--- config.mk ---
export PLATFORM = sky130hd
export DESIGN_NAME = vx_tcu_drl_norm_pack_flat
export DESIGN_NICKNAME = d
export VERILOG_FILES = /design/src/rtl/vx_tcu_drl_norm_pack_if.sv /design/src/rtl/vx_tcu_drl_norm_pack.sv /design/src/flat_wrapper.sv
export SDC_FILE = /design/constraint.sdc
export NUM_CORES = 1
export LEC_CHECK = 0
export BUFFER_PORTS_ARGS = -buffer_cell sky130_fd_sc_hd__buf_2
export CORE_MARGIN = 2
export CORE_UTILIZATION = 55
export CTS_CLUSTER_SIZE = 40
export DETAILED_ROUTE_END_ITERATION = 12
export GPL_TIMING_DRIVEN = 1
export PLACE_DENSITY = 0.76
export SETUP_SLACK_MARGIN = 0.2
export SLEW_MARGIN = 25
export SYNTH_ARGS = -nofsm -noshare
export SYNTH_HDL_FRONTEND = slang
export SYNTH_SLANG_ARGS = --single-unit
--- constraint.sdc ---
create_clock -name clk -period 4.6 [get_ports clk]
set_clock_uncertainty 0.15 [all_clocks]
set_input_delay 0.46 -clock clk [delete_from_list [all_inputs] [get_ports clk]]
set_output_delay 0.46 -clock clk [all_outputs]
set_load 0.01 [all_outputs]
--- src/rtl/vx_tcu_drl_norm_pack_if.sv ---
// ---------------------------------------------------------------------------
// vx_tcu_drl_norm_pack_if
// Handshake/data bundle for the DRL normalize-and-pack back end.
//   Input side : valid_in / ready_in, acc_in, sticky_in, exp_in,
//                is_nan_in, is_inf_in, inf_sign_in, tag_in
//   Output side: valid_out / ready_out, result (FP32), tag_out
// Modports:
//   slave  - the normalize/pack block (consumes input beats, drives results)
//   master - the environment around it (accumulator + writeback side)
// ---------------------------------------------------------------------------
interface vx_tcu_drl_norm_pack_if #(
    parameter int WA    = 28,
    parameter int EXP_W = 10,
    parameter int TAG_W = 8
);
    logic                    valid_in;
    logic                    ready_in;
    logic signed [WA-1:0]    acc_in;
    logic                    sticky_in;
    logic [EXP_W-1:0]        exp_in;
    logic                    is_nan_in;
    logic                    is_inf_in;
    logic                    inf_sign_in;
    logic [TAG_W-1:0]        tag_in;
    logic                    valid_out;
    logic                    ready_out;
    logic [31:0]             result;
    logic [TAG_W-1:0]        tag_out;

    modport slave (
        input  valid_in, acc_in, sticky_in, exp_in, is_nan_in, is_inf_in,
               inf_sign_in, tag_in, ready_out,
        output ready_in, valid_out, result, tag_out
    );

    modport master (
        output valid_in, acc_in, sticky_in, exp_in, is_nan_in, is_inf_in,
               inf_sign_in, tag_in, ready_out,
        input  ready_in, valid_out, result, tag_out
    );
endinterface

--- src/rtl/vx_tcu_drl_norm_pack.sv ---
// ---------------------------------------------------------------------------
// vx_tcu_drl_norm_pack
// Back end of the TCU DRL dot-product datapath: takes the signed fixed-point
// window accumulator plus its biased window exponent, normalizes the
// magnitude, rounds to nearest-even and packs an IEEE FP32 result.
// Value carried in: acc_in * 2^(exp_in - 127 - (WA-2)).
// Three-stage elastic pipeline (valid/ready), one beat per cycle.
// Ports:
//   clk      - clock
//   reset_n  - asynchronous active-low reset (clears valids and the output)
//   bus      - slave side of vx_tcu_drl_norm_pack_if (input beat, result beat)
// ---------------------------------------------------------------------------
module vx_tcu_drl_norm_pack #(
    parameter int WA    = 28,
    parameter int EXP_W = 10,
    parameter int TAG_W = 8
) (
    input  logic                   clk,
    input  logic                   reset_n,
    vx_tcu_drl_norm_pack_if.slave  bus
);
    localparam int LZW   = $clog2(WA);
    localparam int EW2   = EXP_W + 2;
    localparam int MAN_W = 23;

    localparam logic signed [EW2-1:0] E_MAX  = EW2'(255);
    localparam logic signed [EW2-1:0] E_ZERO = '0;

    // Bit index of the most significant one (0 when m is zero).
    function automatic logic [LZW-1:0] lead_pos(input logic [WA-1:0] m);
        logic [LZW-1:0] p;
        p = '0;
        for (int i = 0; i < WA; i++) begin
            if (m[i]) p = LZW'(i);
        end
        return p;
    endfunction

    // Round-to-nearest-even; returns {carry_out, mantissa}.
    function automatic logic [MAN_W:0] round_rne(input logic [MAN_W-1:0] man,
                                                 input logic guard,
                                                 input logic stk);
        logic inc;
        inc = guard && (stk || man[0]);
        return {1'b0, man} + {{MAN_W{1'b0}}, inc};
    endfunction

    function automatic logic [31:0] pack_fp32(input logic nan,
                                              input logic inf,
                                              input logic inf_sign,
                                              input logic zero,
                                              input logic sign,
                                              input logic signed [EW2-1:0] e,
                                              input logic [MAN_W-1:0] man);
        if (nan)              return 32'h7FC0_0000;
        else if (inf)         return {inf_sign, 8'hFF, 23'b0};
        else if (zero)        return 32'h0000_0000;
        else if (e >= E_MAX)  return {sign, 8'hFF, 23'b0};
        else if (e <= E_ZERO) return {sign, 31'b0};
        else                  return {sign, e[7:0], man};
    endfunction

    // ---------------- handshake ----------------
    logic vld_p0, vld_p1, vld_p2;
    logic adv_p0, adv_p1, adv_p2;
    logic fire_in;

    assign adv_p2  = !vld_p2 || bus.ready_out;
    assign adv_p1  = !vld_p1 || adv_p2;
    assign adv_p0  = !vld_p0 || adv_p1;
    assign fire_in = bus.valid_in && adv_p0;

    assign bus.ready_in  = adv_p0;
    assign bus.valid_out = vld_p2;

    always_ff @(posedge clk or negedge reset_n) begin
        if (!reset_n) begin
            vld_p0 <= 1'b0;
            vld_p1 <= 1'b0;
            vld_p2 <= 1'b0;
        end else begin
            if (adv_p0) vld_p0 <= bus.valid_in;
            if (adv_p1) vld_p1 <= vld_p0;
            if (adv_p2) vld_p2 <= vld_p1;
        end
    end

    // ---------------- S0: sign / magnitude / lead position ----------------
    logic [WA-1:0]  mag_s0;
    logic           sign_s0;
    logic [LZW-1:0] lead_s0;
    logic           zero_s0;

    always_comb begin
        sign_s0 = bus.acc_in[WA-1];
        // Negating the most negative value wraps to exactly bit WA-1.
        mag_s0  = sign_s0 ? WA'(-bus.acc_in) : WA'(bus.acc_in);
        lead_s0 = lead_pos(mag_s0);
        zero_s0 = (mag_s0 == '0) || bus.exp_in[EXP_W-1];
    end

    logic             sign_p0, zero_p0, sticky_p0, nan_p0, inf_p0, isg_p0;
    logic [WA-1:0]    mag_p0;
    logic [LZW-1:0]   lead_p0;
    logic [EXP_W-1:0] exp_p0;
    logic [TAG_W-1:0] tag_p0;

    always_ff @(posedge clk) begin
        if (fire_in) begin
            sign_p0   <= sign_s0;
            mag_p0    <= mag_s0;
            lead_p0   <= lead_s0;
            zero_p0   <= zero_s0;
            exp_p0    <= bus.exp_in;
            sticky_p0 <= bus.sticky_in;
            nan_p0    <= bus.is_nan_in;
            inf_p0    <= bus.is_inf_in;
            isg_p0    <= bus.inf_sign_in;
            tag_p0    <= bus.tag_in;
        end
    end

    // ---------------- S1: normalize, split mantissa/guard/sticky ----------------
    // The leading one (always at WA-1 after the shift) is implicit and dropped.
    logic [WA-2:0]           norm_s1;
    logic [LZW-1:0]          sh_s1;
    logic [MAN_W-1:0]        man_s1;
    logic                    guard_s1, stk_s1;
    logic signed [EW2-1:0]   e_s1;

    always_comb begin
        sh_s1    = LZW'(WA-1) - lead_p0;
        norm_s1  = (WA-1)'(mag_p0 << sh_s1);
        man_s1   = norm_s1[WA-2 -: MAN_W];
        guard_s1 = norm_s1[WA-MAN_W-2];
        stk_s1   = (|norm_s1[WA-MAN_W-3:0]) | sticky_p0;
        e_s1     = $signed({2'b00, exp_p0})
                 + $signed({{(EW2-LZW){1'b0}}, lead_p0})
                 - $signed(EW2'(WA-2));
    end

    logic                  sign_p1, zero_p1, guard_p1, stk_p1, nan_p1, inf_p1, isg_p1;
    logic [MAN_W-1:0]      man_p1;
    logic signed [EW2-1:0] e_p1;
    logic [TAG_W-1:0]      tag_p1;

    always_ff @(posedge clk) begin
        if (adv_p1 && vld_p0) begin
            sign_p1  <= sign_p0;
            zero_p1  <= zero_p0;
            man_p1   <= man_s1;
            guard_p1 <= guard_s1;
            stk_p1   <= stk_s1;
            e_p1     <= e_s1;
            nan_p1   <= nan_p0;
            inf_p1   <= inf_p0;
            isg_p1   <= isg_p0;
            tag_p1   <= tag_p0;
        end
    end

    // ---------------- S2: round and pack ----------------
    logic [MAN_W:0]        rnd_s2;
    logic signed [EW2-1:0] e_s2;
    logic [31:0]           res_s2;

    always_comb begin
        rnd_s2 = round_rne(man_p1, guard_p1, stk_p1);
        // A carry out leaves the mantissa field at zero and bumps the exponent.
        e_s2   = e_p1 + $signed({{(EW2-1){1'b0}}, rnd_s2[MAN_W]});
        res_s2 = pack_fp32(nan_p1, inf_p1, isg_p1, zero_p1, sign_p1, e_s2,
                           rnd_s2[MAN_W-1:0]);
    end

    logic [31:0]      result_p2;
    logic [TAG_W-1:0] tag_p2;

    always_ff @(posedge clk or negedge reset_n) begin
        if (!reset_n) begin
            result_p2 <= '0;
            tag_p2    <= '0;
        end else if (adv_p2 && vld_p1) begin
            result_p2 <= res_s2;
            tag_p2    <= tag_p1;
        end
    end

    assign bus.result  = result_p2;
    assign bus.tag_out = tag_p2;

endmodule

--- src/flat_wrapper.sv ---
// flat-port wrapper written by rule: the top's interface ports become plain ports
module vx_tcu_drl_norm_pack_flat 
#(
    parameter int WA    = 28,
    parameter int EXP_W = 10,
    parameter int TAG_W = 8
)
  (clk, reset_n, bus_valid_in, bus_acc_in, bus_sticky_in, bus_exp_in, bus_is_nan_in, bus_is_inf_in, bus_inf_sign_in, bus_tag_in, bus_ready_out, bus_ready_in, bus_valid_out, bus_result, bus_tag_out);
  vx_tcu_drl_norm_pack_if #(.WA(WA), .EXP_W(EXP_W), .TAG_W(TAG_W)) bus_i ();
  input  logic clk;
  input  logic reset_n;
  input wire logic [$bits(bus_i.valid_in)-1:0] bus_valid_in;
  input wire logic [$bits(bus_i.acc_in)-1:0] bus_acc_in;
  input wire logic [$bits(bus_i.sticky_in)-1:0] bus_sticky_in;
  input wire logic [$bits(bus_i.exp_in)-1:0] bus_exp_in;
  input wire logic [$bits(bus_i.is_nan_in)-1:0] bus_is_nan_in;
  input wire logic [$bits(bus_i.is_inf_in)-1:0] bus_is_inf_in;
  input wire logic [$bits(bus_i.inf_sign_in)-1:0] bus_inf_sign_in;
  input wire logic [$bits(bus_i.tag_in)-1:0] bus_tag_in;
  input wire logic [$bits(bus_i.ready_out)-1:0] bus_ready_out;
  output wire logic [$bits(bus_i.ready_in)-1:0] bus_ready_in;
  output wire logic [$bits(bus_i.valid_out)-1:0] bus_valid_out;
  output wire logic [$bits(bus_i.result)-1:0] bus_result;
  output wire logic [$bits(bus_i.tag_out)-1:0] bus_tag_out;
  assign bus_i.valid_in = bus_valid_in;
  assign bus_i.acc_in = bus_acc_in;
  assign bus_i.sticky_in = bus_sticky_in;
  assign bus_i.exp_in = bus_exp_in;
  assign bus_i.is_nan_in = bus_is_nan_in;
  assign bus_i.is_inf_in = bus_is_inf_in;
  assign bus_i.inf_sign_in = bus_inf_sign_in;
  assign bus_i.tag_in = bus_tag_in;
  assign bus_i.ready_out = bus_ready_out;
  assign bus_ready_in = bus_i.ready_in;
  assign bus_valid_out = bus_i.valid_out;
  assign bus_result = bus_i.result;
  assign bus_tag_out = bus_i.tag_out;
  vx_tcu_drl_norm_pack #(.WA(WA), .EXP_W(EXP_W), .TAG_W(TAG_W)) u_core (.clk(clk), .reset_n(reset_n), .bus(bus_i));
endmodule
==> flow_summary.toml <==
[outcome]
run_status = "finished clean"

[setup_path]
cp.required_ns = 4.74
cp_max_fo = 22
startpoint_type = "flip-flop"
worstPathArrival_ns = 4.19
critical_path.cell_chain = "o21a_1, ha_1, and3_1, and3_1, nand2_1, nor4_1, ha_1, nand3_1, nor2_1, xnor2_1, or4_1, nor3_1, nand4bb_1, or3_4, o21ai_0"
crit_type = "reg2reg"
max_stage_delay_ns = 0.53
critical_path_depth = 15
worst_setup_path_end_kind = "flip-flop"
cpMaxStageDelayCell = "or4_1"
cpLargestDelayFamily = "simple AND/OR/NAND/NOR gates"
worst-path-buf-inv = 0
rr_worst_depth = 15

[synthesis]
synthTopCellsByCount = "111 x nand2_1, 106 x edfxtp_1, 66 x o21ai_0, 51 x nor2_1"
ys_seq_elements = 149
synth_ff_type = "edfxtp_1"
synth.avg_cell_area_um2 = 10.56
synth.area.top_cells = "edfxtp_1 38%, dfrtp_1 13%, nand2_1 5.0%"
synth_async_sr_flop_share = 0.2886
synth.largest_area_cell = "edfxtp_1"
synth.lib_cells_used.distinct = 60
count_of_flip_flops_with_a_built_in_enable_after_synthesis = 106
synthesis.area_um2 = 8394
synthMostInstantiatedCell = "nand2_1"
synthesis.nets = 863
yosysWarningCount = 0
syn_inst = 795
ys_seq_area_frac = 0.5074
synth_largest_type_area_fraction = 0.3792

[floorplanning]
placeable_core_region_um2 = 15030
die_h_um = 127.5
io_pins = 96
floorplan.initialDensity = 0.5584
floorplan.die_area_um2 = 16270
core.rowCount = 45
die_w_um = 127.5

[sta]
timing.slew.headroom = 0.4594
max_freq_mhz = 247.0
timing.final.crit_period_ns = 4.049
tns_ns = 0
unrepaired_setup_endpoints_after_global_routing = "false"
final_max_slew_viol_count = 0
setup_ws_ns = 0.5513
report.final.setup_viol = 0
final_hold_viol_count = 0
tightest_slew_ns = 0.8036
final.period_utilization = 0.8802

[power_and_ir_drop]
share_seq_of_total_power = 0.458
internal-power_mw = 2.726
pwr-share-comb = 0.193
leakagePower_nw = 3.734
power.switching_mw = 1.053
p_clk_frac = 0.348
netSwitchingFraction = 0.2787
pwr_density_cell_nw_per_um2 = 392.6
vdd_ir_drop_max_mv = 0.2324

[layout]
fin_cells = 1080
fillers = 1186
syn_to_final_growth_pct = 14.70
final_nets = 947
total_inserted_antenna_cells = 0
layout-drive-gt1-share = 0.1962
design_area_um2 = 9628

[clock_network]
tritoncts_clock_tree = "built"
cts_max_level = 4
cts_inserted_buffers = 17
cell_at_the_root_of_the_clock_tree = "clkbuf_16"
clk-insertion-delay-late_ns = 0.42
numClockSinks = 149
cts_buffer_depth = 2
worst_setup_hold_path_clk_slew_ns = 0.06
post-cts-setup-buffer-count = 0

[global_routing]
grt_pass1_wl_um = 27460
grt_overflow = 0
first_global_vias = 5710
antenna_found_initial = 0
grt_start_max_net_pins = 51
grt_use_total = 0.2112

[place]
place_congestion = 0.9053
portBuffers = 95
dp.cells = 1047
dpl.hpwl_um = 12090
dp_slack_ns = 0.1063
dpl_cell_area_um2 = 9029

[route]
num_vias = 6237
post_route_antenna_net_violation_count = 0
vias_cell = 5.775
routed_wl_um = 16630
per_cell_routed_wire_length_um = 15.40
detail_route.drc_violations = 0
drt_iter0_drc = 431
drt_first_pass_iters = 5

[worst_hold_path]
worstHoldPathCells = 1
min-delay-path-class = "in2reg"

[flow_run]
max_cap_viol_count = 0
[worst reg2reg max path, stage by stage, from the launching register on]
cell and delay [ns]:
edfxtp_1 0.35, o21a_1 0.12, ha_1 0.16, and3_1 0.19, and3_1 0.24, nand2_1 0.10, nor4_1 0.47, ha_1 0.26
nand3_1 0.20, nor2_1 0.25, xnor2_1 0.14, or4_1 0.53, nor3_1 0.20, nand4bb_1 0.20, or3_4 0.25, o21ai_0 0.13
[worst paths after layout]
| check | end | start | slack (ns) |
|---|---|---|---|
| min in group asynchronous | u_core.bus.valid_out | reset_n | 0.41 |
| hold reg to reg | u_core.tag_p1[2] | u_core.tag_p0[2] | 0.27 |
| hold / removal | u_core.inf_p0 | bus_is_inf_in | 0.07 |
| max in group asynchronous | u_core.bus.result[19] | reset_n | 3.53 |
| setup reg to reg | u_core.bus.result[16] | u_core.man_p1[0] | 0.55 |
| setup / recovery | u_core.bus.result[16] | u_core.man_p1[0] | 0.55 |
[state kept, by name, indices dropped and copies added (netlist names), 5 cells and up]
register and count:
u_core.bus.result 32, u_core.exp_p0 10, u_core.lead_p0 5, u_core.tag_p0 8
u_core.e_p1 12, u_core.tag_p1 8, u_core.bus.tag_out 8, u_core.mag_p0 27
u_core.man_p1 23
[cells in the final DEF (no fill, tap or decap), types with 4 or more instances in the layout]
cell type / n
a211oi_1: 9
a21o_1: 7
a21oi_1: 33
and3_1: 8
buf_2: 94
buf_4: 11
clkbuf_16: 17
dfrtp_1: 43
edfxtp_1: 106
ha_1: 12
inv_1: 21
mux2_2: 8
mux2i_1: 11
mux4_2: 17
nand2_1: 111
nand2b_1: 7
nand3_1: 31
nand4_1: 7
nor2_1: 51
nor2b_1: 12
nor3_1: 18
nor3b_1: 4
nor4_1: 10
o211ai_1: 9
o21ai_0: 66
o221a_2: 4
o31ai_1: 13
o41ai_1: 4
or4_1: 7
xnor2_1: 43
xor2_1: 30
[power by group through the flow]
stage	Clock, mW	Sequential, mW	Combinational [mW]
CTS	1.33	1.73	0.725
global placement	0	1.75	0.704
floorplan	0	1.74	0.512
global route	1.39	1.75	0.813
detailed placement	0	1.76	0.717
finish	1.32	1.73	0.730
[through the flow]
step | utilization | hold slack (ns) | total power [mW]
global placement | 0.6005 | 0.2517 | 2.455
detailed placement | 0.6006 | 0.2545 | 2.474
floorplan | - | 0.01441 | 2.256
global route | 0.6404 | 0.04668 | 3.952
CTS | 0.6385 | 0.05063 | 3.786
finish | 0.6404 | 0.06619 | 3.780
[cell families (layout without fill, tap and decap cells)]
group / count (synthesis) / after routing / share of synthesized area
buffers and inverters: 62 / 159 / 0.02787
XOR/XNOR: 73 / 73 / 0.07617
adder cells (fa/ha/maj): 14 / 14 / 0.02176
multiplexers: 36 / 36 / 0.06946
AO/OA/AOI/OAI: 176 / 176 / 0.1353
AND/OR/NAND/NOR: 285 / 285 / 0.1620
flip-flops: 149 / 149 / 0.5074
[area by class of cell]
type	instances	area (um2)	area share
Inverter	21	78.83	0.008187
Clock inverter	14	135.1	0.01404
Multi-Input combinational cell	584	3928	0.4079
Timing Repair Buffer	106	563.0	0.05848
Clock buffer	18	429.2	0.04457
Tap cell	188	235.2	0.02443
Sequential cell	149	4259	0.4424
[per-layer routing]
| metal | routed length [um] | track usage | up-vias | share of wire |
|---|---|---|---|---|
| met3 | 746 | 0.04062 | 27 | 0.045 |
| li1 | - | - | 3108 | - |
| met1 | 7400 | 0.2847 | 2919 | 0.45 |
| met5 | 0 | 0 | - | 0 |
| met2 | 8176 | 0.3451 | 183 | 0.49 |
| met4 | 304 | 0.07369 | 0 | 0.018 |
[what timing repair did]
item,CTS,global route
endpoints found under the hold margin,0,43
endpoints found under the setup margin,22,22
pin swaps,0,0
resized for setup,1,2
hold buffers,0,1
Power figures use the tool's default switching activity.
